## config.mk

```make
export PLATFORM = sky130hd
export DESIGN_NAME = key_event_queue
export DESIGN_NICKNAME = d
export VERILOG_FILES = /design/src/rtl/key_event_queue.sv
export SDC_FILE = /design/constraint.sdc
export NUM_CORES = 1
export LEC_CHECK = 0
export BUFFER_PORTS_ARGS = -buffer_cell sky130_fd_sc_hd__buf_2
export CAP_MARGIN = 0
export CORE_AREA = 2 2 60 104
export DETAILED_ROUTE_END_ITERATION = 10
export DIE_AREA = 0 0 62 106
export GPL_ROUTABILITY_DRIVEN = 0
export GPL_TIMING_DRIVEN = 0
export PLACE_DENSITY = 0.65
export SYNTH_ARGS = -nofsm -noshare
export SYNTH_HDL_FRONTEND = slang
export SYNTH_SLANG_ARGS = --single-unit
export TNS_END_PERCENT = 20
```

## constraint.sdc

```tcl
create_clock -name CLOCK_50 -period 6.05 [get_ports CLOCK_50]
set_input_delay 0.605 -clock CLOCK_50 [delete_from_list [all_inputs] [get_ports CLOCK_50]]
set_output_delay 0.605 -clock CLOCK_50 [all_outputs]
set_load 0.02 [all_outputs]
```

## src/rtl/key_event_queue.sv

```systemverilog
// Key-press event queue: serialises debounced 3x3 key pulses into 4-bit codes held in a FWFT FIFO.
// Optional KEY_EVT_TIMESTAMP_EN adds a 16-bit free-running timestamp stored alongside each code.
module key_event_queue #(
    parameter int DEPTH = 8,
    parameter int CNT_W = 4
) (
    input  logic             CLOCK_50,
    input  logic             RST,
    input  logic [8:0]       key_flags,
    output logic             evt_valid,
    output logic [3:0]       evt_code,
    input  logic             evt_ready,
    output logic [CNT_W-1:0] evt_count,
    output logic             overflow,
    input  logic             clr_overflow
`ifdef KEY_EVT_TIMESTAMP_EN
    ,
    output logic [15:0]      evt_time
`endif
);

    localparam int AW = $clog2(DEPTH);

    logic [8:0]       pending_q, pending_d;
    logic [AW-1:0]    head_q, head_d;
    logic [AW-1:0]    tail_q, tail_d;
    logic [CNT_W-1:0] count_q, count_d;
    logic             overflow_q, overflow_d;
    logic [3:0]       mem_q [DEPTH];

    logic [3:0]       grantIdx;
    logic [8:0]       grant;
    logic             push;
    logic             pop;
    logic             mergeHit;

`ifdef KEY_EVT_TIMESTAMP_EN
    logic [15:0]      time_q;
    logic [15:0]      tmem_q [DEPTH];
`endif

    // Scanning downward leaves the lowest set pending bit as the winner.
    always_comb begin
        grantIdx = 4'd0;
        for (int i = 8; i >= 0; i--) begin
            if (pending_q[i]) begin
                grantIdx = 4'(i);
            end
        end
    end

    always_comb begin
        pop        = (count_q != '0) && evt_ready;
        push       = (pending_q != '0) && ((count_q != CNT_W'(DEPTH)) || pop);
        grant      = push ? (9'd1 << grantIdx) : 9'd0;
        pending_d  = (pending_q & ~grant) | key_flags;
        mergeHit   = |(key_flags & pending_q & ~grant);

        overflow_d = overflow_q;
        if (mergeHit) begin
            overflow_d = 1'b1;
        end else if (clr_overflow) begin
            overflow_d = 1'b0;
        end

        head_d = pop  ? head_q + AW'(1) : head_q;
        tail_d = push ? tail_q + AW'(1) : tail_q;

        count_d = count_q;
        case ({push, pop})
            2'b10:   count_d = count_q + CNT_W'(1);
            2'b01:   count_d = count_q - CNT_W'(1);
            default: count_d = count_q;
        endcase
    end

    always_ff @(posedge CLOCK_50 or posedge RST) begin
        if (RST) begin
            pending_q  <= '0;
            head_q     <= '0;
            tail_q     <= '0;
            count_q    <= '0;
            overflow_q <= 1'b0;
        end else begin
            pending_q  <= pending_d;
            head_q     <= head_d;
            tail_q     <= tail_d;
            count_q    <= count_d;
            overflow_q <= overflow_d;
        end
    end

    always_ff @(posedge CLOCK_50 or posedge RST) begin
        if (RST) begin
            for (int i = 0; i < DEPTH; i++) begin
                mem_q[i] <= 4'd0;
            end
        end else if (push) begin
            mem_q[tail_q] <= grantIdx;
        end
    end

`ifdef KEY_EVT_TIMESTAMP_EN
    // Each entry captures the counter value seen at its push edge.
    always_ff @(posedge CLOCK_50 or posedge RST) begin
        if (RST) begin
            time_q <= 16'd0;
            for (int i = 0; i < DEPTH; i++) begin
                tmem_q[i] <= 16'd0;
            end
        end else begin
            time_q <= time_q + 16'd1;
            if (push) begin
                tmem_q[tail_q] <= time_q;
            end
        end
    end

    assign evt_time = (count_q != '0) ? tmem_q[head_q] : 16'd0;
`endif

    assign evt_valid = (count_q != '0);
    assign evt_code  = evt_valid ? mem_q[head_q] : 4'd0;
    assign evt_count = count_q;
    assign overflow  = overflow_q;

endmodule

```

==> results of run 1 <==
cell type report:
class / count / area, um^2
Multi-Input combinational cell: 147 / 1360
Fill cell: 524 / 2710
Buffer: 10 / 57.6
Inverter: 12 / 52.6
Clock inverter: 1 / 5.00
Timing Repair Buffer: 23 / 130
Sequential cell: 52 / 1300
Clock buffer: 6 / 72.6
Tap cell: 78 / 97.6
cells in the mapped netlist (all sizes together), types with 3 or more instances:
| library cell | count |
|---|---|
| xnor2 | 6 |
| ha | 5 |
| and2 | 3 |
| buf | 7 |
| o21ai | 6 |
| a32oi | 3 |
| nand2 | 12 |
| mux2i | 5 |
| dfrtp | 52 |
| mux4 | 8 |
| nand3 | 4 |
| inv | 12 |
| mux2 | 33 |
| nand2b | 5 |
| a21o | 4 |
| a21oi | 5 |
| nor2 | 12 |
| clkbuf | 3 |
| nor4 | 4 |
| o211ai | 3 |
cell usage in the layout (no fill, tap or decap), types with 6 or more instances in the layout:
cell type	instances
inv_1	10
o21ai_0	6
dfrtp_1	52
nand2_1	12
xnor2_1	6
mux4_2	8
mux2_2	33
nor2_1	12
buf_2	26
metal layers:
layer  vias up  part of all wire  track usage  wire length [um]
met5         -                 0            0                 0
met4         0             0.020       0.0684               107
met3         8             0.023       0.0328               125
met2        27              0.58        0.343              3150
met1       904              0.38        0.196              2070
li1        864                 -            -                 -
per-stage QoR:
step	cells	worst slack, ps
after global placement	321	3140
final	329	3080
after CTS	329	3050
after detailed placement	322	3080
after global routing	329	2810
after floorplan	221	3280
worst paths after layout:
| kind | startpoint | end | slack, ps |
|---|---|---|---|
| max | evt_count[0]$_DFFE_PP0P_ | evt_count[3]$_DFFE_PP0P_ | 3080 |
| min | RST | head_q[1]$_DFFE_PP0P_ | 230 |
| max reg2reg | evt_count[0]$_DFFE_PP0P_ | evt_count[3]$_DFFE_PP0P_ | 3080 |
| min reg2reg | mem_q[6]$_DFFE_PP0P_ | mem_q[6]$_DFFE_PP0P_ | 510 |
| max in group asynchronous | RST | mem_q[16]$_DFFE_PP0P_ | 5310 |
| min in group CLOCK_50 | key_flags[0] | pending_q[0]$_DFF_PP0_ | 490 |
cells by family after synthesis:
logic type               count (synthesis)  synth area share
flip-flops                              52             0.470
AND/OR/NAND/NOR                         55             0.132
AO/OA/AOI/OAI                           32            0.0854
adder cells (fa/ha/maj)                  6            0.0298
multiplexers                            46             0.217
buffers and inverters                   22            0.0398
XOR/XNOR                                 8            0.0253
power breakdown:
group / internal, mW / switching, mW / total (mW)
logic: 0.257 / 0.292 / 0.548
clock network: 0.0789 / 0.107 / 0.186
registers: 0.433 / 0.0520 / 0.485
total: 0.768 / 0.451 / 1.22
registers in the layout (all words and copies together), names as in the netlist:
register,cells
evt_count,4
head_q,3
mem_q,32
overflow,1
pending_q,9
tail_q,3
worst max-delay path, cell delays in order, from the launching register on:
cell and delay (ps):
dfrtp_1 460, nor4_1 790, inv_1 170, nand2_1 190, inv_1 60, ha_1 220
ha_1 280, a21o_1 170, a21oi_1 180, xnor2_1 140, nor2_1 60, xor2_1 140
==> impl_metrics.json, run 1 <==
{
  "seq_area_frac_synth": 0.470,
  "cts.path.max_buffers": 2,
  "synth_cell_types": 46,
  "die-area_um2": 6570,
  "firstDrtPassIters": 4,
  "status": "completed",
  "htreeDepth": 2,
  "layout-drive-gt1-share": 0.363,
  "placed_cell_area_um2": 3000,
  "synth_nets": 240,
  "totalWireLength_um": 5460,
  "area_growth_pct": 11.0,
  "grt_pass1_vias": 1892,
  "num_antenna_cells": 0,
  "holdCritPathClass": "in -> async",
  "hold_viol_final": 0,
  "io_pins": 23,
  "finClkSkew_ps": 9.24,
  "fmax_mhz": 337,
  "wl_per_cell_um": 16.6,
  "powerDensity_nw_per_um2": 397,
  "peakVddDrop_mv": 0.176,
  "tns_ps": 0,
  "leakagePower_nw": 1.40,
  "finalMaxSlewViolations": 0,
  "ant_nets": 0,
  "synth_top_area_share": 0.470,
  "fin_util": 0.531,
  "crit_type": "reg -> reg",
  "synth_edf_count": 0,
  "fp.dieH_um": 106,
  "clkLatencyLatePin_ps": 310,
  "arrival_ps": 3170,
  "worstMarginPinSlew_ps": 889,
  "cts-resized-gates": 0,
  "critPathMaxFanout": 6,
  "synthCells": 221,
  "async_flop_share": 1.00,
  "port_buffers": 22,
  "rows": 37,
  "viasPerCell": 5.48,
  "cp-end-kind": "flip-flop",
  "grt_usage": 0.186,
  "grt_max_degree": 42,
  "die_x_um": 62,
  "rsz0062_at_grt": "false",
  "reg2reg_depth": 11,
  "max_slew_margin": 0.402,
  "timing.final.crit_share": 0.491,
  "vias": 1803,
  "required_ps": 6250,
  "start_util": 0.478,
  "yosys_most_used_dff": "dfrtp_1",
  "clock-sinks": 52,
  "root_buffer": "clkbuf_8",
  "cts_tree": "built",
  "hpwl_um": 4140,
  "fin_crit_ps": 2970,
  "grt.overflow.total": 0,
  "power_mw": 1.22,
  "holdBufCountCts": 0,
  "nets": 270,
  "avgSynthCellArea_um2": 12.5,
  "final_cell_area_um2": 3070,
  "syn-cell-area_um2": 2770,
  "cap_violations": 0,
  "antenna_found_initial": 0,
  "setup_viol": 0,
  "grt_pass1_wl_um": 8910,
  "core_um2": 5790,
  "cts_buffers": 5,
  "holdWs_ps": 226,
  "path_clk_slew_ps": 90,
  "ys_ff_latch": 52,
  "start_kind": "flip-flop",
  "cts_setup_buffers": 0,
  "first_iter_violations": 82,
  "synthTopCellsByArea": "dfrtp_1, mux2_2, mux4_2, ha_1, xnor2_1",
  "drc": 0,
  "synth_top_cell_by_area": "dfrtp_1",
  "yosysWarnings": 0
}
(Power assumes the default switching activity.)
==> run 2, diff against run 1 <==
- ABC_AREA: not set -> 1
- PLACE_DENSITY: 0.65 -> 0.64
- clock period: 6.05 -> 3.07 ns (I/O delays scaled with it)
==> impl_metrics.json, run 2 <==
{
  "intPower_mw": 1.46,
  "layout_commonest_cell": "nand2_1",
  "wl_met3_um": 160,
  "synth_cell_types": 33,
  "reg2reg_from": "evt_count[1]$_DFFE_PP0P_",
  "antenna_found_initial": 0,
  "switching_share": 0.446,
  "ys_ff_latch": 52,
  "max_slew_margin": 0.715,
  "power_switching_mw": 1.17,
  "start_util": 0.474,
  "hold_viol_final": 0,
  "r2r_end": "evt_count[3]$_DFFE_PP0P_",
  "min_from": "key_flags[8]",
  "cts-resized-gates": 0,
  "worstMarginPinSlew_ps": 428,
  "crit_type": "reg -> reg",
  "ff2ff_setup_slack_ps": 530,
  "cap_violations": 0,
  "worstHoldEndpoint": "pending_q[8]$_DFF_PP0_",
  "critPathMaxFanout": 5,
  "wl_per_cell_um": 13.3,
  "vias": 2199,
  "core_um2": 5790,
  "dp_cells": 427,
  "drt-met1-wl_um": 2310,
  "syn-cell-area_um2": 2750,
  "tns_ps": 0,
  "first_iter_violations": 87,
  "grt_pass1_wl_um": 9720,
  "cts.path.max_buffers": 2,
  "root_buffer": "clkbuf_8",
  "async_flop_share": 1.00,
  "hpwl_um": 4420,
  "clkPwrFrac": 0.154,
  "synth_common_cells": "nand2_1, dfrtp_1, nor2_1, inv_1, o21ai_1",
  "die_x_um": 62,
  "routed.top_layer": "met4",
  "area_growth_pct": 11.9,
  "finClkSkew_ps": 5.04,
  "rsz0062_at_grt": "false",
  "holdCritPathClass": "in -> reg",
  "port_buffers": 22,
  "synthCells": 326,
  "clock-sinks": 52,
  "fp.dieH_um": 106,
  "fin_crit_ps": 2540,
  "yosys_most_used_dff": "dfrtp_1",
  "num_antenna_cells": 0,
  "holdPathStages": 2,
  "largest_register_ffs": 32,
  "synth_top_cell_by_area": "dfrtp_1",
  "fin_util": 0.531,
  "clkLatencyLatePin_ps": 310,
  "die-area_um2": 6570,
  "start_kind": "flip-flop",
  "grt_usage": 0.199,
  "grt_pass1_vias": 2135,
  "grt_max_degree": 41,
  "power_mw": 2.63,
  "avgSynthCellArea_um2": 8.42,
  "peakVddDrop_mv": 0.382,
  "seq_area_frac_synth": 0.474,
  "top_register": "mem_q",
  "reg2reg_depth": 14,
  "synth_nets": 345,
  "finalMaxSlewViolations": 0,
  "firstDrtPassIters": 4,
  "final_cells": 436,
  "setup_viol": 0,
  "htreeDepth": 2,
  "ant_nets": 0,
  "power_frac_comb": 0.476,
  "rows": 37,
  "cts_setup_buffers": 0,
  "cp-end-kind": "flip-flop",
  "cts_tree": "built",
  "viasPerCell": 5.04,
  "path_clk_slew_ps": 90,
  "fmax_mhz": 394,
  "timing.final.crit_share": 0.827,
  "most-common-layout-cells": "nand2_1, dfrtp_1, nor2_1",
  "drc": 0,
  "seqPwrFrac": 0.370,
  "cts_buffers": 5,
  "synth_top_area_share": 0.474,
  "synthTopCellsByArea": "dfrtp_1, nand2_1, nor2_1, o21ai_1, o21ai_0",
  "wl_met2_um": 3120,
  "totalWireLength_um": 5800,
  "nets": 376,
  "yosys.cell_count.top_type": "nand2_1",
  "synth_edf_count": 0,
  "status": "completed",
  "required_ps": 3270,
  "leakagePower_nw": 1.50,
  "arrival_ps": 2740,
  "yosysWarnings": 0,
  "io_pins": 23,
  "powerDensity_nw_per_um2": 856,
  "layout-drive-gt1-share": 0.168,
  "grt.overflow.total": 0
}
[run 2: cell count changes after synthesis, sizes merged, moves of 4 or more]
cell,delta
nand2,+67
o21ai,+52
nand2b,-5
nor4,-4
nor2,+35
mux2i,-5
o22ai,+4
xnor2,-4
mux2,-33
mux4,-8
nand3,+4
inv,+23
a31oi,+4
[run 2: what timing repair did]
action / in CTS / in global routing
hold buffers: 1 / 0
hold endpoints to repair: 12 / 0
setup endpoints to repair: 0 / 0
[run 2: layout make-up]
| type | instances | area [um^2] |
|---|---|---|
| Fill cell | 573 | 2710 |
| Sequential cell | 52 | 1300 |
| Multi-Input combinational cell | 232 | 1270 |
| Timing Repair Buffer | 24 | 140 |
| Inverter | 36 | 140 |
| Tap cell | 78 | 97.6 |
| Clock buffer | 8 | 90.1 |
| Buffer | 6 | 33.8 |
[run 2: worst max-delay path, stage by stage (launching register included)]
cell	delay, ps
dfrtp_1	440
nor2_1	160
inv_1	70
nor2_1	340
a21oi_4	90
inv_4	140
ha_1	220
ha_1	280
nand2_1	70
nor2_1	40
a211oi_1	250
nor2_1	70
nor2_1	80
nand2_1	60
xnor2_1	120
[run 2: logic make-up after synthesis]
kind of cell,after synthesis,synth area share
simple gates,142,0.253
xor+xnor,6,0.0191
compound gates,78,0.161
flops,52,0.474
fa+ha+maj,6,0.0301
buf+inv,42,0.0634
[run 2: worst max-delay path by stage]
stage | startpoint | endpoint | slack, ps | cells after the start
2_1_floorplan | evt_count[1]$_DFFE_PP0P_ | evt_count[3]$_DFFE_PP0P_ | 760 | 14
3_3_place_gp | evt_count[1]$_DFFE_PP0P_ | evt_count[3]$_DFFE_PP0P_ | 590 | 14
6_report | evt_count[1]$_DFFE_PP0P_ | evt_count[3]$_DFFE_PP0P_ | 530 | 14
4_1_cts | evt_count[1]$_DFFE_PP0P_ | evt_count[3]$_DFFE_PP0P_ | 520 | 14
3_5_place_dp | evt_count[1]$_DFFE_PP0P_ | evt_count[3]$_DFFE_PP0P_ | 550 | 14
5_1_grt | evt_count[1]$_DFFE_PP0P_ | evt_count[3]$_DFFE_PP0P_ | 280 | 14
[run 2: layer usage]
| metal | track usage | vias up |
|---|---|---|
| met3 | 0.0341 | 14 |
| met1 | 0.232 | 1025 |
| met4 | 0.117 | 0 |
| li1 | - | 1118 |
| met5 | 0 | - |
| met2 | 0.325 | 42 |
[run 2: per-stage QoR]
| stage | hold slack [ps] | setup slack [ps] | cell area, um^2 |
|---|---|---|---|
| CTS | 174 | 516 | 3070 |
| global placement | 466 | 594 | 2950 |
| global route | 175 | 277 | 3070 |
| detailed placement | 274 | 549 | 2970 |
| floorplan | 399 | 761 | 2750 |
| finish | 187 | 530 | 3070 |
[run 2: power by group through the flow]
stage / Clock, mW / Combinational, mW / Sequential, mW
global route: 0.448 / 1.40 / 0.995
global placement: 0 / 1.24 / 0.983
floorplan: 0 / 0.921 / 0.990
finish: 0.406 / 1.25 / 0.973
detailed placement: 0 / 1.26 / 0.985
CTS: 0.423 / 1.27 / 0.973
